`src/rtl/register_read_seq.sv`:
```
// Two-operand read sequencer for the 4x8 register stack: fetches source then
// destination into opa/opb, with same-cycle write forwarding from the write port.
module register_read_seq (
    input  logic       clk,
    input  logic       rst_n,
    input  logic       start,
    input  logic       one_op,
    input  logic [1:0] rs_sel,
    input  logic [1:0] rd_sel,
    input  logic [7:0] in_R0,
    input  logic [7:0] in_R1,
    input  logic [7:0] in_R2,
    input  logic [7:0] in_R3,
    input  logic       wr_en,
    input  logic [1:0] wr_addr,
    input  logic [7:0] wr_data,
    output logic [7:0] opa,
    output logic [7:0] opb,
    output logic       busy,
    output logic       done
);

    typedef enum logic [1:0] {IDLE, RD_A, RD_B, FIN} state_t;

    state_t     state, state_nxt;
    logic [1:0] rs_q, rd_q;
    logic       one_q;
    logic [1:0] rd_idx;
    logic [7:0] rd_val;

    // One shared read port: RD_B reads the destination, every other state the source.
    always_comb begin
        rd_idx = (state == RD_B) ? rd_q : rs_q;
        case (rd_idx)
            2'd0:    rd_val = in_R0;
            2'd1:    rd_val = in_R1;
            2'd2:    rd_val = in_R2;
            default: rd_val = in_R3;
        endcase
        if (wr_en && (wr_addr == rd_idx))
            rd_val = wr_data;
    end

    always_comb begin
        state_nxt = state;
        case (state)
            IDLE:    if (start) state_nxt = RD_A;
            RD_A:    state_nxt = one_q ? FIN : RD_B;
            RD_B:    state_nxt = FIN;
            default: state_nxt = IDLE;
        endcase
    end

    // busy/done are registered from the next state so they line up with it.
    always_ff @(posedge clk or negedge rst_n) begin
        if (!rst_n) begin
            state <= IDLE;
            rs_q  <= '0;
            rd_q  <= '0;
            one_q <= 1'b0;
            opa   <= '0;
            opb   <= '0;
            busy  <= 1'b0;
            done  <= 1'b0;
        end else begin
            state <= state_nxt;
            busy  <= (state_nxt != IDLE);
            done  <= (state_nxt == FIN);
            if (state == IDLE && start) begin
                rs_q  <= rs_sel;
                rd_q  <= rd_sel;
                one_q <= one_op;
            end
            case (state)
                RD_A:    opa <= rd_val;
                RD_B:    opb <= rd_val;
                FIN:     if (one_q) opb <= '0;
                default: ;
            endcase
        end
    end

endmodule

```
`config.mk`:
```
export PLATFORM = sky130hd
export DESIGN_NAME = register_read_seq
export DESIGN_NICKNAME = d
export VERILOG_FILES = /design/src/rtl/register_read_seq.sv
export SDC_FILE = /design/constraint.sdc
export NUM_CORES = 1
export LEC_CHECK = 0
export BUFFER_PORTS_ARGS = -buffer_cell sky130_fd_sc_hd__buf_2
export CAP_MARGIN = 20
export CORE_MARGIN = 3
export CORE_UTILIZATION = 35
export CTS_CLUSTER_DIAMETER = 150
export DETAILED_ROUTE_END_ITERATION = 7
export PLACE_DENSITY = 0.72
export SLEW_MARGIN = 10
export SYNTH_ARGS = -nofsm -noshare
export SYNTH_HDL_FRONTEND = slang
export SYNTH_SLANG_ARGS = --single-unit
```
`constraint.sdc`:
```
create_clock -name clk -period 6.1 [get_ports clk]
set_clock_uncertainty 0.2 [all_clocks]
set_input_delay 0.61 -clock clk [delete_from_list [all_inputs] [get_ports clk]]
set_output_delay 0.61 -clock clk [all_outputs]
set_load 0.01 [all_outputs]
```
Word-level counts from Yosys, hierarchy flattened

Index checks and enable logic that the tools add are counted.

Multiplexer cells: 8
Eq/ne operators: 8
Reductions and logical operators: 7

Operator list:

| operator             | number |
|---|---|
| $pmux W8 S3          | 1 |
| $mux W8              | 2 |
| $pmux W8 S2          | 1 |
| $eq A2 B2 Y1 const B | 4 |
| $pmux W2 S3          | 1 |
| $eq A2 B1 Y1 const B | 2 |
| $logic_not A2 Y1     | 2 |
| $mux W2              | 2 |
| $reduce_bool A2 Y1   | 2 |
| $eq A2 B2 Y1         | 1 |
| $logic_and A1 B1 Y1  | 2 |
| $ne A2 B2 Y1 const B | 1 |
| $reduce_and A2 Y1    | 1 |
| $mux W1              | 1 |

Output and inout bits: 18
Register bits after elaboration: 25
Word-level logic and storage cells: 31

Logic depth before layout (Yosys ltp)

Gate-level depths: netlist of run 1.

Word-level depth: 6
Depth in mapped cells: 11
Depth with buffers taken out: 8

Worst setup path before layout of run 1

OpenSTA, ideal clock, no wires.

Path type: register -> register
Start: reg state[0]
End: reg opa[0]
Cell stages (with the launch flop): 11
Data required time: 5820 ps
Path slack: 3794 ps
Arrival: 2025 ps
Path through: dfrtp_1 -> inv_1 -> ha_1 -> buf_6 -> mux2i_1 -> buf_6 -> mux2_4 -> nand2_4 -> o21ai_1 -> a211o_1 -> mux2i_1

Longest elaborated chain between the ends: 5
Elaborated cells between the ends (all ways): 10

Ends and longest elaborated chain:

| what                                                      | RTL line | source |
|---|---|---|
| from (decl)                                               | 25       | `state_t state, state_nxt;` |
| from (signal assigned)                                    | 66       | `state <= state_nxt;` |
| $eq A2 B2 Y1                                              | 33       | `rd_idx = (state == RD_B) ? rd_q : rs_q;` |
| $mux W2                                                   | 33       |  |
| $eq A2 B2 Y1, or another cell as far along                | 34       | `case (rd_idx)` |
| $pmux W8 S3 / $logic_and A1 B1 Y1 (equally long branches) | 34, 40   |  |
| $mux W8                                                   | 40       | `if (wr_en && (wr_addr == rd_idx))` |
| to (signal assigned)                                      | 75       | `RD_A: opa <= rd_val;` |
| to (decl)                                                 | 17       | `output logic [7:0] opa,` |

Several ways; a longest one is shown, not always the timed one.
A chain may end at the register's enable or synchronous reset.

Worst setup path after layout of run 1

Start: reg state[0]
End: reg opa[2]

The elaborated chain is that of the path after synthesis.

==> results_tabular.tex, run 1 <==
\begin{tabular}{lr}
\hline
Metric & Value \\
\hline
\multicolumn{2}{l}{\textbf{Run status}} \\
Outcome & completed \\
\multicolumn{2}{l}{\textbf{Route}} \\
DRC violation count after routing & 0 \\
Vias & about 1.4k \\
Number of nets still failing antenna checks after routing & 0 \\
Total wire length after detailed routing & around 4000 um \\
Drt first pass iters & 4 \\
Mean routed wirelength per cell & about 14 um \\
Post-DR vias/cell & 5.05 \\
Initial detailed-routing violation count & 46 \\
\multicolumn{2}{l}{\textbf{Logic synthesis}} \\
Cell count after synthesis & between 150 and 200 \\
Flip-flop and latch count after synthesis & 25 \\
Synthesized Nets & between 200 and 250 \\
Syn Std Cell Area & about 1600 sq um \\
Unique masters post-synth & 24 \\
Register area share after synthesis & 0.397 \\
Total of warnings raised by yosys & 0 \\
Post-synthesis area per instance & about 9.6 sq um \\
\multicolumn{2}{l}{\textbf{Critical path}} \\
Critical path fanouts, max & 18 \\
R2R Path End & opa[2] \\
Register-to-register path setup slack & between 3000 and 4000 ps \\
Critical Path Source Type & flip-flop \\
Required time of the worst setup path & $\sim$6100 ps \\
Critical Path End Type & flip-flop \\
Worst EP arrival & between 2000 and 3000 ps \\
Classification of the worst setup path & reg2reg \\
Depth of the worst register-to-register path & 9 \\
Launching point of the worst reg2reg path & state[0] \\
\multicolumn{2}{l}{\textbf{Cells and area}} \\
Number of nets in the layout & roughly 290 \\
Fraction of layout cells with a size suffix above 1 & 0.365 \\
Commonest cells after routing, fill and taps aside & 68 x sky130\_fd\_sc\_hd\_\_buf\_2, 25 x sky130\_fd\_sc\_hd\_\_mux2i\_1, 25 x sky130\_fd\_sc\_hd\_\_dfrtp\_1 \\
Post-layout instance count excluding filler cells & 280 \\
Most common cell after layout, fill and taps aside & sky130\_fd\_sc\_hd\_\_buf\_2 \\
Diode insertion count for antenna repair & 0 \\
Fill cell count & about 400 \\
Area Growth Syn to Fin & 26.0\% \\
\multicolumn{2}{l}{\textbf{Die}} \\
Site row count & 23 \\
Effective utilization at floorplan & 0.378 \\
Standard cell core area & between 4000 and 5000 sq um \\
Overall die width & about 73 um \\
Io pins & around 70 \\
DIE HEIGHT & 73.1 um \\
Die area & 5340 sq um \\
\multicolumn{2}{l}{\textbf{Timing}} \\
Number of max-slew violations in the final report & 0 \\
Final min period & 2790 ps \\
Setup repair after global routing missed its margin & no \\
Slew Limit Headroom & 0.534 \\
Tightest Pin Transition & roughly 680 ps \\
Period Utilization, post-route & 0.457 \\
Max Clk Rate & 359 MHz \\
Final hold vios & 0 \\
Setup total negative slack & 0 ps \\
Setup violators final & 0 \\
\multicolumn{2}{l}{\textbf{CTS}} \\
Total clock sinks & 25 \\
Clock tree buffer depth & 2 \\
Post-CTS setup buffers & 0 \\
Cts bufs inserted & 3 \\
Count of instances resized after the clock tree is built & 0 \\
CTS Root Buffer Type & sky130\_fd\_sc\_hd\_\_clkbuf\_8 \\
Reg clk slew, reported paths & 90 ps \\
H-tree depth & 1 \\
Source-to-sink clock delay at the later pin of the worst-skew pair & between 200 and 300 ps \\
Clock tree from TritonCTS & done \\
Post-CTS Hold Buffers & 0 \\
\multicolumn{2}{l}{\textbf{Global routing}} \\
Combined global-route utilization of all metal layers & 0.151 \\
Wire length of the first global-routing pass & 6330 um \\
Number of global-route vias before repair & between 1k and 1.5k \\
Maximum number of pins on one net before global-route repair & 26 \\
Overflow left after global routing & 0 \\
Initial antenna violation count & 0 \\
\multicolumn{2}{l}{\textbf{Placed design}} \\
Weighted congestion reported at the end of routability-driven placement & 0.823 \\
Post-DP HPWL & 3060 um \\
Number of input and output port buffers inserted & between 60 and 70 \\
Total instance count after detailed placement & approximately 280 \\
\multicolumn{2}{l}{\textbf{Power and ir drop}} \\
Peak supply drop & approximately 230 uV \\
Power Density & around 540 nW/um\^{}2 \\
Leakage component of the power & roughly 1.0 nW \\
\multicolumn{2}{l}{\textbf{Hold path}} \\
Type of the tightest min-delay check & in2async \\
\multicolumn{2}{l}{\textbf{Run}} \\
Max Cap Violations & 0 \\
\hline
\end{tabular}
cell usage after synthesis:
master	n	area, sq um
sky130_fd_sc_hd__inv_1	10	37.5
sky130_fd_sc_hd__nand2b_1	1	6.26
sky130_fd_sc_hd__a211o_1	8	70.1
sky130_fd_sc_hd__mux2i_1	26	260
sky130_fd_sc_hd__clkbuf_1	2	7.51
sky130_fd_sc_hd__buf_2	1	5.00
sky130_fd_sc_hd__mux2_2	6	67.6
sky130_fd_sc_hd__nor2_1	1	3.75
sky130_fd_sc_hd__nand2_4	1	11.3
sky130_fd_sc_hd__dfrtp_1	25	626
sky130_fd_sc_hd__or3_1	8	50.1
sky130_fd_sc_hd__a21oi_1	18	90.1
sky130_fd_sc_hd__buf_6	2	22.5
sky130_fd_sc_hd__or2_2	1	6.26
sky130_fd_sc_hd__nand2_1	17	63.8
sky130_fd_sc_hd__mux2i_2	1	13.8
sky130_fd_sc_hd__buf_8	1	15.0
sky130_fd_sc_hd__o21ai_1	16	80.1
sky130_fd_sc_hd__ha_1	4	50.1
sky130_fd_sc_hd__nor2b_1	2	12.5
sky130_fd_sc_hd__mux2_4	1	15.0
sky130_fd_sc_hd__buf_1	1	3.75
sky130_fd_sc_hd__and2_1	2	12.5
sky130_fd_sc_hd__o21ai_0	9	45.0
power by group:
| group | leakage [nW] | switching [mW] | internal (mW) | total, mW |
|---|---|---|---|---|
| clock network | 0.0217 | 0.0521 | 0.0463 | 0.0984 |
| registers | 0.303 | 0.0478 | 0.249 | 0.297 |
| logic | 0.709 | 0.377 | 0.299 | 0.677 |
| total | 1.03 | 0.477 | 0.595 | 1.07 |
state kept, by name, summed over array words and instances, names as in the netlist:
signal / flops
rs_q: 2
opa: 8
done: 1
rd_q: 2
one_q: 1
state: 2
busy: 1
opb: 8
kinds of logic (layout without fill, tap and decap cells):
| logic type | count (synthesis) | in the layout | share of synthesized area |
|---|---|---|---|
| simple gates | 33 | 33 | 0.106 |
| fa+ha+maj | 4 | 4 | 0.0318 |
| mux | 34 | 34 | 0.226 |
| flops | 25 | 25 | 0.397 |
| compound gates | 51 | 51 | 0.181 |
| buf+inv | 17 | 83 | 0.0580 |
worst max-delay path, cell delays in order, from the launching register on:
cell	delay, ps
sky130_fd_sc_hd__dfrtp_1	410
sky130_fd_sc_hd__inv_1	90
sky130_fd_sc_hd__ha_1	310
sky130_fd_sc_hd__mux2i_2	230
sky130_fd_sc_hd__buf_4	320
sky130_fd_sc_hd__mux2i_2	430
sky130_fd_sc_hd__or3_1	180
sky130_fd_sc_hd__a21oi_1	60
sky130_fd_sc_hd__a211o_1	320
sky130_fd_sc_hd__mux2i_1	150
routing by layer:
metal / global-route usage / up-vias / routed length (um)
met5: 0 / - / 0
met4: 0.0533 / 0 / 49
met3: 0.0234 / 6 / 302
met2: 0.245 / 52 / 1810
met1: 0.203 / 644 / 1830
li1: - / 713 / -
final cells by class:
class	instances	area, sq um	area share
clock buffers	3	41.3	0.0208
flip-flops and latches	25	626	0.315
well taps	50	62.6	0.0315
multi-input cells	122	862	0.434
inverters	10	37.5	0.0189
repair buffers	69	348	0.175
clock inverters	1	7.51	0.00378
worst max-delay path by stage:
stage,depth (start not counted),to,slack [ps],startpoint
6_report,9,opa[2],3310,state[0]
5_1_grt,9,opa[5],3130,state[0]
4_1_cts,9,opa[5],3310,state[0]
3_5_place_dp,9,opa[5],3350,state[0]
3_3_place_gp,9,opa[3],3400,state[0]
2_1_floorplan,10,opa[0],3790,state[0]
stage by stage:
stage	area [sq um]	setup slack (ps)	utilization	hold WS, ps	power, mW
floorplan	1580	3790	-	114	0.816
global placement	1940	3400	0.464	309	0.966
detailed placement	1940	3350	0.464	304	0.980
CTS	1980	3310	0.476	130	1.09
global route	1980	3130	0.476	152	1.18
finish	1980	3310	0.476	113	1.07
Power figures use the tool's default switching activity.
==> run 2, diff against run 1 <==
- PLACE_DENSITY: 0.72 -> 0.74
- clock period: 6.1 -> 2.4 ns (I/O delays scaled with it)
==> results_tabular.tex, run 2 (synthesis gave the netlist of run 1 again) <==
\begin{tabular}{lr}
\hline
Metric & Value \\
\hline
\multicolumn{2}{l}{\textbf{Run status}} \\
Outcome & completed \\
\multicolumn{2}{l}{\textbf{Die}} \\
Site row count & 23 (unchanged) \\
Standard cell core area & 4170 sq um (unchanged) \\
DIE HEIGHT & 73.1 um (unchanged) \\
Io pins & 69 (unchanged) \\
Overall die width & 73.1 um (unchanged) \\
Effective utilization at floorplan & 0.378 (unchanged) \\
Die area & 5340 sq um (unchanged) \\
\multicolumn{2}{l}{\textbf{Critical path}} \\
Required time of the worst setup path & 2390 ps (-3700 ps) \\
Critical path fanouts, max & 8 (-10) \\
Worst stage delay on the critical path & 400 ps (-30 ps) \\
Critical Path Source Type & flip-flop \\
Classification of the worst setup path & reg2reg \\
Worst EP arrival & 2300 ps (-480 ps) \\
Cell chain of the critical path & inv\_2 -> ha\_4 -> mux2i\_4 -> mux2i\_4 -> or3\_1 -> a21oi\_1 -> a211o\_1 -> mux2i\_1 \\
Bufs and invs on worst path & 1 (-1) \\
Critical Path End Type & flip-flop \\
Dominant cell type by count on the critical path & sky130\_fd\_sc\_hd\_\_mux2i\_4 \\
Master of the slowest instance on the critical path & sky130\_fd\_sc\_hd\_\_dfrtp\_1 \\
CP delay by family, top & multiplexers \\
\multicolumn{2}{l}{\textbf{Global routing}} \\
Maximum number of pins on one net before global-route repair & 26 (unchanged) \\
Overflow left after global routing & 0 (unchanged) \\
Number of global-route vias before repair & 1378 (-0.58\%) \\
Combined global-route utilization of all metal layers & 0.156 (+0.00521) \\
Initial antenna violation count & 0 (unchanged) \\
Wire length of the first global-routing pass & 6520 um (+3.1\%) \\
\multicolumn{2}{l}{\textbf{Cells and area}} \\
Area Growth Syn to Fin & 31.9\% \\
Utilization after layout & 0.498 (+0.0222) \\
Number of nets in the layout & 293 (+2.4\%) \\
Post-route cell area & 2080 sq um (+4.7\%) \\
Largest registers & opa x8, opb x8 \\
Fill cell count & 390 (-3.5\%) \\
Storage cell area & 626 sq um (unchanged) \\
Diode insertion count for antenna repair & 0 (unchanged) \\
Most common cell after layout, fill and taps aside & sky130\_fd\_sc\_hd\_\_buf\_2 \\
Multi-input gate area in the final layout & 900 sq um (+4.4\%) \\
Fraction of layout cells with a size suffix above 1 & 0.388 (+0.0230) \\
Commonest cells after routing, fill and taps aside & 68 x sky130\_fd\_sc\_hd\_\_buf\_2, 25 x sky130\_fd\_sc\_hd\_\_dfrtp\_1, 24 x sky130\_fd\_sc\_hd\_\_mux2i\_1 \\
\multicolumn{2}{l}{\textbf{Route}} \\
Initial detailed-routing violation count & 89 (+93\%) \\
Drt first pass iters & 4 (unchanged) \\
Total wire length after detailed routing & 4080 um (+2.1\%) \\
Post-DR vias/cell & 4.99 (-1.3\%) \\
Vias & 1432 (+1.2\%) \\
DRC violation count after routing & 0 (unchanged) \\
Mean routed wirelength per cell & 14.2 um (-0.44\%) \\
Number of nets still failing antenna checks after routing & 0 (unchanged) \\
\multicolumn{2}{l}{\textbf{CTS}} \\
Total clock sinks & 25 (unchanged) \\
Clock tree from TritonCTS & done \\
Source-to-sink clock delay at the later pin of the worst-skew pair & 260 ps (about the same) \\
Reg clk slew, reported paths & 80 ps (about the same) \\
H-tree depth & 1 (unchanged) \\
CTS Root Buffer Type & sky130\_fd\_sc\_hd\_\_clkbuf\_8 \\
Cts bufs inserted & 3 (unchanged) \\
Clock tree buffer depth & 2 (unchanged) \\
\multicolumn{2}{l}{\textbf{Power and ir drop}} \\
Power Density & 1400 nW/um\^{}2 (+160\%) \\
Leakage component of the power & 1.07 nW (+3.8\%) \\
Peak supply drop & 506 uV (+120\%) \\
\multicolumn{2}{l}{\textbf{Placed design}} \\
Weighted congestion reported at the end of routability-driven placement & 0.799 (-3.0\%) \\
Instance area at placement & 1970 sq um (+1.6\%) \\
Post-DP HPWL & 3130 um (+2.1\%) \\
Number of input and output port buffers inserted & 68 (unchanged) \\
\multicolumn{2}{l}{\textbf{Timing}} \\
Setup violators final & 0 (unchanged) \\
Tightest Pin Transition & 560 ps (-119 ps) \\
Slew Limit Headroom & 0.627 (+0.0926) \\
Number of max-slew violations in the final report & 0 (unchanged) \\
Period Utilization, post-route & 0.962 (+0.506) \\
Final min period & 2310 ps (-476 ps) \\
Hold WS & 8.30 ps (-105 ps) \\
Final hold vios & 0 (unchanged) \\
Max Clk Rate & 433 MHz (+21\%) \\
Setup repair after global routing missed its margin & yes \\
\multicolumn{2}{l}{\textbf{Run}} \\
Max Cap Violations & 0 (unchanged) \\
\multicolumn{2}{l}{\textbf{Hold path}} \\
Type of the tightest min-delay check & in2reg \\
\hline
\end{tabular}
==> run 2: final timing paths <==
kind / from / end / slack, ps / depth (start not counted)
setup reg to reg: state[0] / opa[4] / 90 / 8
min in group asynchronous: rst_n / opb[6] / 290 / 2
max in group asynchronous: rst_n / opa[3] / 1340 / 2
hold / removal: rd_sel[0] / rd_q[0] / 8 / 2
hold reg to reg: opa[6] / opa[6] / 320 / 2
setup / recovery: state[0] / opa[4] / 90 / 8
==> run 2: report_power, final <==
part | leakage (nW) | internal [mW] | switching, mW
sequential | 0.303 | 0.634 | 0.139
clock | 0.0228 | 0.118 | 0.125
combinational | 0.747 | 0.889 | 1.01
total | 1.07 | 1.64 | 1.27
==> run 2: worst reg2reg max path, stage by stage (launching register included) <==
cell,delay [ps]
sky130_fd_sc_hd__dfrtp_1,400
sky130_fd_sc_hd__inv_2,90
sky130_fd_sc_hd__ha_4,160
sky130_fd_sc_hd__mux2i_4,330
sky130_fd_sc_hd__mux2i_4,380
sky130_fd_sc_hd__or3_1,150
sky130_fd_sc_hd__a21oi_1,60
sky130_fd_sc_hd__a211o_1,320
sky130_fd_sc_hd__mux2i_1,150
==> run 2: area by class of cell <==
cell class | count | share of cell area
Timing Repair Buffer | 76 | 0.196
Inverter | 10 | 0.0181
Multi-Input combinational cell | 122 | 0.433
Tap cell | 50 | 0.0301
Sequential cell | 25 | 0.301
Clock buffer | 4 | 0.0217
==> run 2: per-stage QoR <==
step                      worst slack, ps  TNS [ps]  total power, mW  std cells
after floorplan                      94.2         0             2.07        164
after global placement               14.7         0             2.51        280
after detailed placement            -78.6      -423             2.55        280
after CTS                            5.88         0             2.87        285
after global routing                -55.3      -414             3.18        287
final                                90.4         0             2.91        287
==> run 2: repair_timing <==
item,in CTS,in global routing
pin swaps,2,10
hold buffers,1,0
hold endpoints to repair,25,0
resized for setup,5,3
setup buffers,0,2
endpoints found under the setup margin,16,16
==> run 2: metal layers <==
layer  global-route usage  up-vias  wire length, um
met4               0.0348        0               24
met1                0.228      645             1930
met2                0.244       53             1820
li1                     -      730                -
met3               0.0220        4              304
met5                    0        -                0
==> run 3, diff against run 2 <==
- ABC_AREA: unset -> 1
- PLACE_DENSITY: 0.74 -> 0.75
==> results_tabular.tex, run 3 <==
\begin{tabular}{lr}
\hline
Metric & Value \\
\hline
\multicolumn{2}{l}{\textbf{Critical path}} \\
Critical Path End Type & flip-flop \\
Worst EP arrival & 2080 ps (-220 ps) \\
Critical path fanouts, max & 15 (+7) \\
Critical Path Source Type & flip-flop \\
Classification of the worst setup path & reg2reg \\
Required time of the worst setup path & 2410 ps (+20 ps) \\
\multicolumn{2}{l}{\textbf{Power and ir drop}} \\
Clock group share of total power & 0.099 (+0.015) \\
Internal power component & 1.31 mW (-20\%) \\
Sw Share & 0.488 (+0.0519) \\
Peak supply drop & 831 uV (+64\%) \\
Power spent charging and discharging nets & 1.25 mW (-1.5\%) \\
Leakage component of the power & 1.12 nW (+4.8\%) \\
Power Density & 1340 nW/um\^{}2 (-4.6\%) \\
Share of power burned in combinational logic & 0.619 (-0.032) \\
Sequential power share & 0.282 (+0.017) \\
\multicolumn{2}{l}{\textbf{Cells and area}} \\
Post-route cell area & 1920 sq um (-7.7\%) \\
Fraction of layout cells with a size suffix above 1 & 0.325 (-0.0634) \\
Largest registers & opa x8, opb x8 \\
Fill cell count & 397 (+1.8\%) \\
Area Growth Syn to Fin & 30.6\% \\
Most common cell after layout, fill and taps aside & sky130\_fd\_sc\_hd\_\_nand2\_1 \\
Number of nets in the layout & 330 (+13\%) \\
Commonest cells after routing, fill and taps aside & 84 x sky130\_fd\_sc\_hd\_\_nand2\_1, 68 x sky130\_fd\_sc\_hd\_\_buf\_2, 32 x sky130\_fd\_sc\_hd\_\_nand3\_1 \\
Diode insertion count for antenna repair & 0 (unchanged) \\
Utilization after layout & 0.498 (about the same) \\
\multicolumn{2}{l}{\textbf{Logic synthesis}} \\
Flip-flop and latch count after synthesis & 25 (unchanged) \\
Number of flops mapped to enable cells by yosys & 0 (unchanged) \\
Register area share after synthesis & 0.426 (+0.0288) \\
Top-area cell type share of the netlist area & 0.426 (+0.0288) \\
Unique masters post-synth & 20 (-17\%) \\
Synthesized Nets & 258 (+18\%) \\
Leading cell types by total area after synthesis & sky130\_fd\_sc\_hd\_\_dfrtp\_1 43\%, sky130\_fd\_sc\_hd\_\_nand2\_1 21\%, sky130\_fd\_sc\_hd\_\_nand3\_1 11\% \\
Cell types with the highest counts after synthesis & 84 x sky130\_fd\_sc\_hd\_\_nand2\_1, 32 x sky130\_fd\_sc\_hd\_\_nand3\_1, 25 x sky130\_fd\_sc\_hd\_\_dfrtp\_1 \\
Syn Std Cell Area & 1470 sq um (-6.8\%) \\
Largest area contributor in the netlist & sky130\_fd\_sc\_hd\_\_dfrtp\_1 \\
Top-count cell post-synth & sky130\_fd\_sc\_hd\_\_nand2\_1 \\
Fraction of registers with async set/reset & 1.00 (unchanged) \\
Post-synthesis area per instance & 7.24 sq um (-25\%) \\
Total of warnings raised by yosys & 0 (unchanged) \\
Most instantiated flip-flop cell in the synthesis netlist & sky130\_fd\_sc\_hd\_\_dfrtp\_1 \\
Cell count after synthesis & 203 (+24\%) \\
\multicolumn{2}{l}{\textbf{Route}} \\
Post-DR vias/cell & 4.66 (-6.6\%) \\
Mean routed wirelength per cell & 11.5 um (-19\%) \\
Vias & 1501 (+4.8\%) \\
Total wire length after detailed routing & 3710 um (-9.0\%) \\
Drt first pass iters & 4 (unchanged) \\
DRC violation count after routing & 0 (unchanged) \\
Initial detailed-routing violation count & 152 (+71\%) \\
Number of nets still failing antenna checks after routing & 0 (unchanged) \\
\multicolumn{2}{l}{\textbf{Placed design}} \\
Instance area at placement & 1860 sq um (-5.4\%) \\
Number of input and output port buffers inserted & 68 (unchanged) \\
Weighted congestion reported at the end of routability-driven placement & 0.791 (-1.0\%) \\
Worst slack, placed & 326 ps (+405 ps) \\
Post-DP HPWL & 3010 um (-3.8\%) \\
\multicolumn{2}{l}{\textbf{Timing}} \\
Tightest Pin Transition & 545 ps (-14.9 ps) \\
Slack of the critical path & 328 ps (+237 ps) \\
Final min period & 2070 ps (-237 ps) \\
Hold WS & 4.70 ps (-3.60 ps) \\
Slew Limit Headroom & 0.636 (+0.00991) \\
Setup total negative slack & 0 ps (unchanged) \\
Number of max-slew violations in the final report & 0 (unchanged) \\
Setup repair after global routing missed its margin & no \\
Setup violators final & 0 (unchanged) \\
Period Utilization, post-route & 0.863 (-0.0989) \\
Max Clk Rate & 483 MHz (+11\%) \\
Final hold vios & 0 (unchanged) \\
\multicolumn{2}{l}{\textbf{Hold path}} \\
Type of the tightest min-delay check & in2reg \\
\multicolumn{2}{l}{\textbf{Die}} \\
Overall die width & 70.8 um (-3.1\%) \\
DIE HEIGHT & 70.8 um (-3.1\%) \\
Standard cell core area & 3850 sq um (-7.6\%) \\
Io pins & 69 (unchanged) \\
Effective utilization at floorplan & 0.381 (+0.00366) \\
Die area & 5010 sq um (-6.2\%) \\
Site row count & 22 (-4.3\%) \\
\multicolumn{2}{l}{\textbf{CTS}} \\
H-tree depth & 1 (unchanged) \\
Cts bufs inserted & 3 (unchanged) \\
Post-CTS setup buffers & 0 (unchanged) \\
CTS Root Buffer Type & sky130\_fd\_sc\_hd\_\_clkbuf\_8 \\
Clock tree buffer depth & 2 (unchanged) \\
Source-to-sink clock delay at the later pin of the worst-skew pair & 260 ps (about the same) \\
Count of instances resized after the clock tree is built & 0 (-5) \\
Total clock sinks & 25 (unchanged) \\
Clock tree from TritonCTS & done \\
Reg clk slew, reported paths & 80 ps (about the same) \\
\multicolumn{2}{l}{\textbf{Run}} \\
Max Cap Violations & 0 (unchanged) \\
\multicolumn{2}{l}{\textbf{Global routing}} \\
Wire length of the first global-routing pass & 6180 um (-5.2\%) \\
Initial antenna violation count & 0 (unchanged) \\
Number of global-route vias before repair & 1441 (+4.6\%) \\
Overflow left after global routing & 0 (unchanged) \\
Maximum number of pins on one net before global-route repair & 26 (unchanged) \\
Combined global-route utilization of all metal layers & 0.150 (-0.00619) \\
\multicolumn{2}{l}{\textbf{Run status}} \\
Outcome & completed \\
\hline
\end{tabular}
## run 3: worst max-delay path: stages, from the launching register on
cell                      delay, ps
sky130_fd_sc_hd__dfrtp_1        400
sky130_fd_sc_hd__inv_1           80
sky130_fd_sc_hd__ha_1           250
sky130_fd_sc_hd__inv_2          140
sky130_fd_sc_hd__nand2_2         60
sky130_fd_sc_hd__nand2_2        200
sky130_fd_sc_hd__nand2_1        100
sky130_fd_sc_hd__nand2_2        100
sky130_fd_sc_hd__nand3_4        130
sky130_fd_sc_hd__inv_4          120
sky130_fd_sc_hd__nand2_1         50
sky130_fd_sc_hd__nand2_1         90
sky130_fd_sc_hd__nand2_1         60
sky130_fd_sc_hd__nand2_1         50
## run 3: cell families after synthesis
group / share of synthesized area
and+or+nand+nor: 0.390
DFF: 0.426
adders and majority gates: 0.0341
buffers and inverters: 0.0775
AOI/OAI and AO/OA: 0.0647
muxes: 0.00767
## run 3: what timing repair did
item	CTS	global route
endpoints found under the setup margin	0	0
hold buffers	1	0
hold endpoints to repair	25	0
## run 3: layout make-up
cell class / instances / area [sq um] / share of cell area
flip-flops and latches: 25 / 626 / 0.326
inverters: 21 / 81.3 / 0.0424
repair buffers: 72 / 373 / 0.194
well taps: 48 / 60.1 / 0.0313
multi-input cells: 152 / 729 / 0.380
clock inverters: 1 / 7.51 / 0.00391
clock buffers: 3 / 41.3 / 0.0215
## run 3: worst paths after layout
check,depth (start not counted),to,startpoint,slack [ps]
setup / recovery,13,opb[5],state[0],330
hold / removal,2,one_q,one_op,5
setup reg to reg,13,opb[5],state[0],330
hold reg to reg,2,opa[1],opa[1],280
max in group asynchronous,2,rs_q[0],rst_n,1350
min in group asynchronous,2,opa[0],rst_n,280
## run 3: metrics by stage
stage	cells	total power [mW]
global placement	317	2.31
CTS	322	2.59
finish	322	2.56
floorplan	203	1.91
global route	322	2.86
detailed placement	317	2.34
## run 3: power groups by stage
stage / Combinational, mW / Sequential [mW] / Clock [mW]
2_1_floorplan: 1.13 / 0.780 / 0
3_3_place_gp: 1.58 / 0.730 / 0
3_5_place_dp: 1.61 / 0.732 / 0
4_1_cts: 1.61 / 0.723 / 0.257
5_1_grt: 1.84 / 0.747 / 0.269
6_report: 1.59 / 0.724 / 0.253
## run 3: metal layers
layer | up-vias | routed length (um) | share of wire | track usage
met3 | 4 | 303 | 0.082 | 0.0426
met5 | - | 0 | 0 | 0
met1 | 659 | 1640 | 0.44 | 0.191
li1 | 782 | - | - | -
met2 | 56 | 1740 | 0.47 | 0.256
met4 | 0 | 28 | 0.0076 | 0.0271
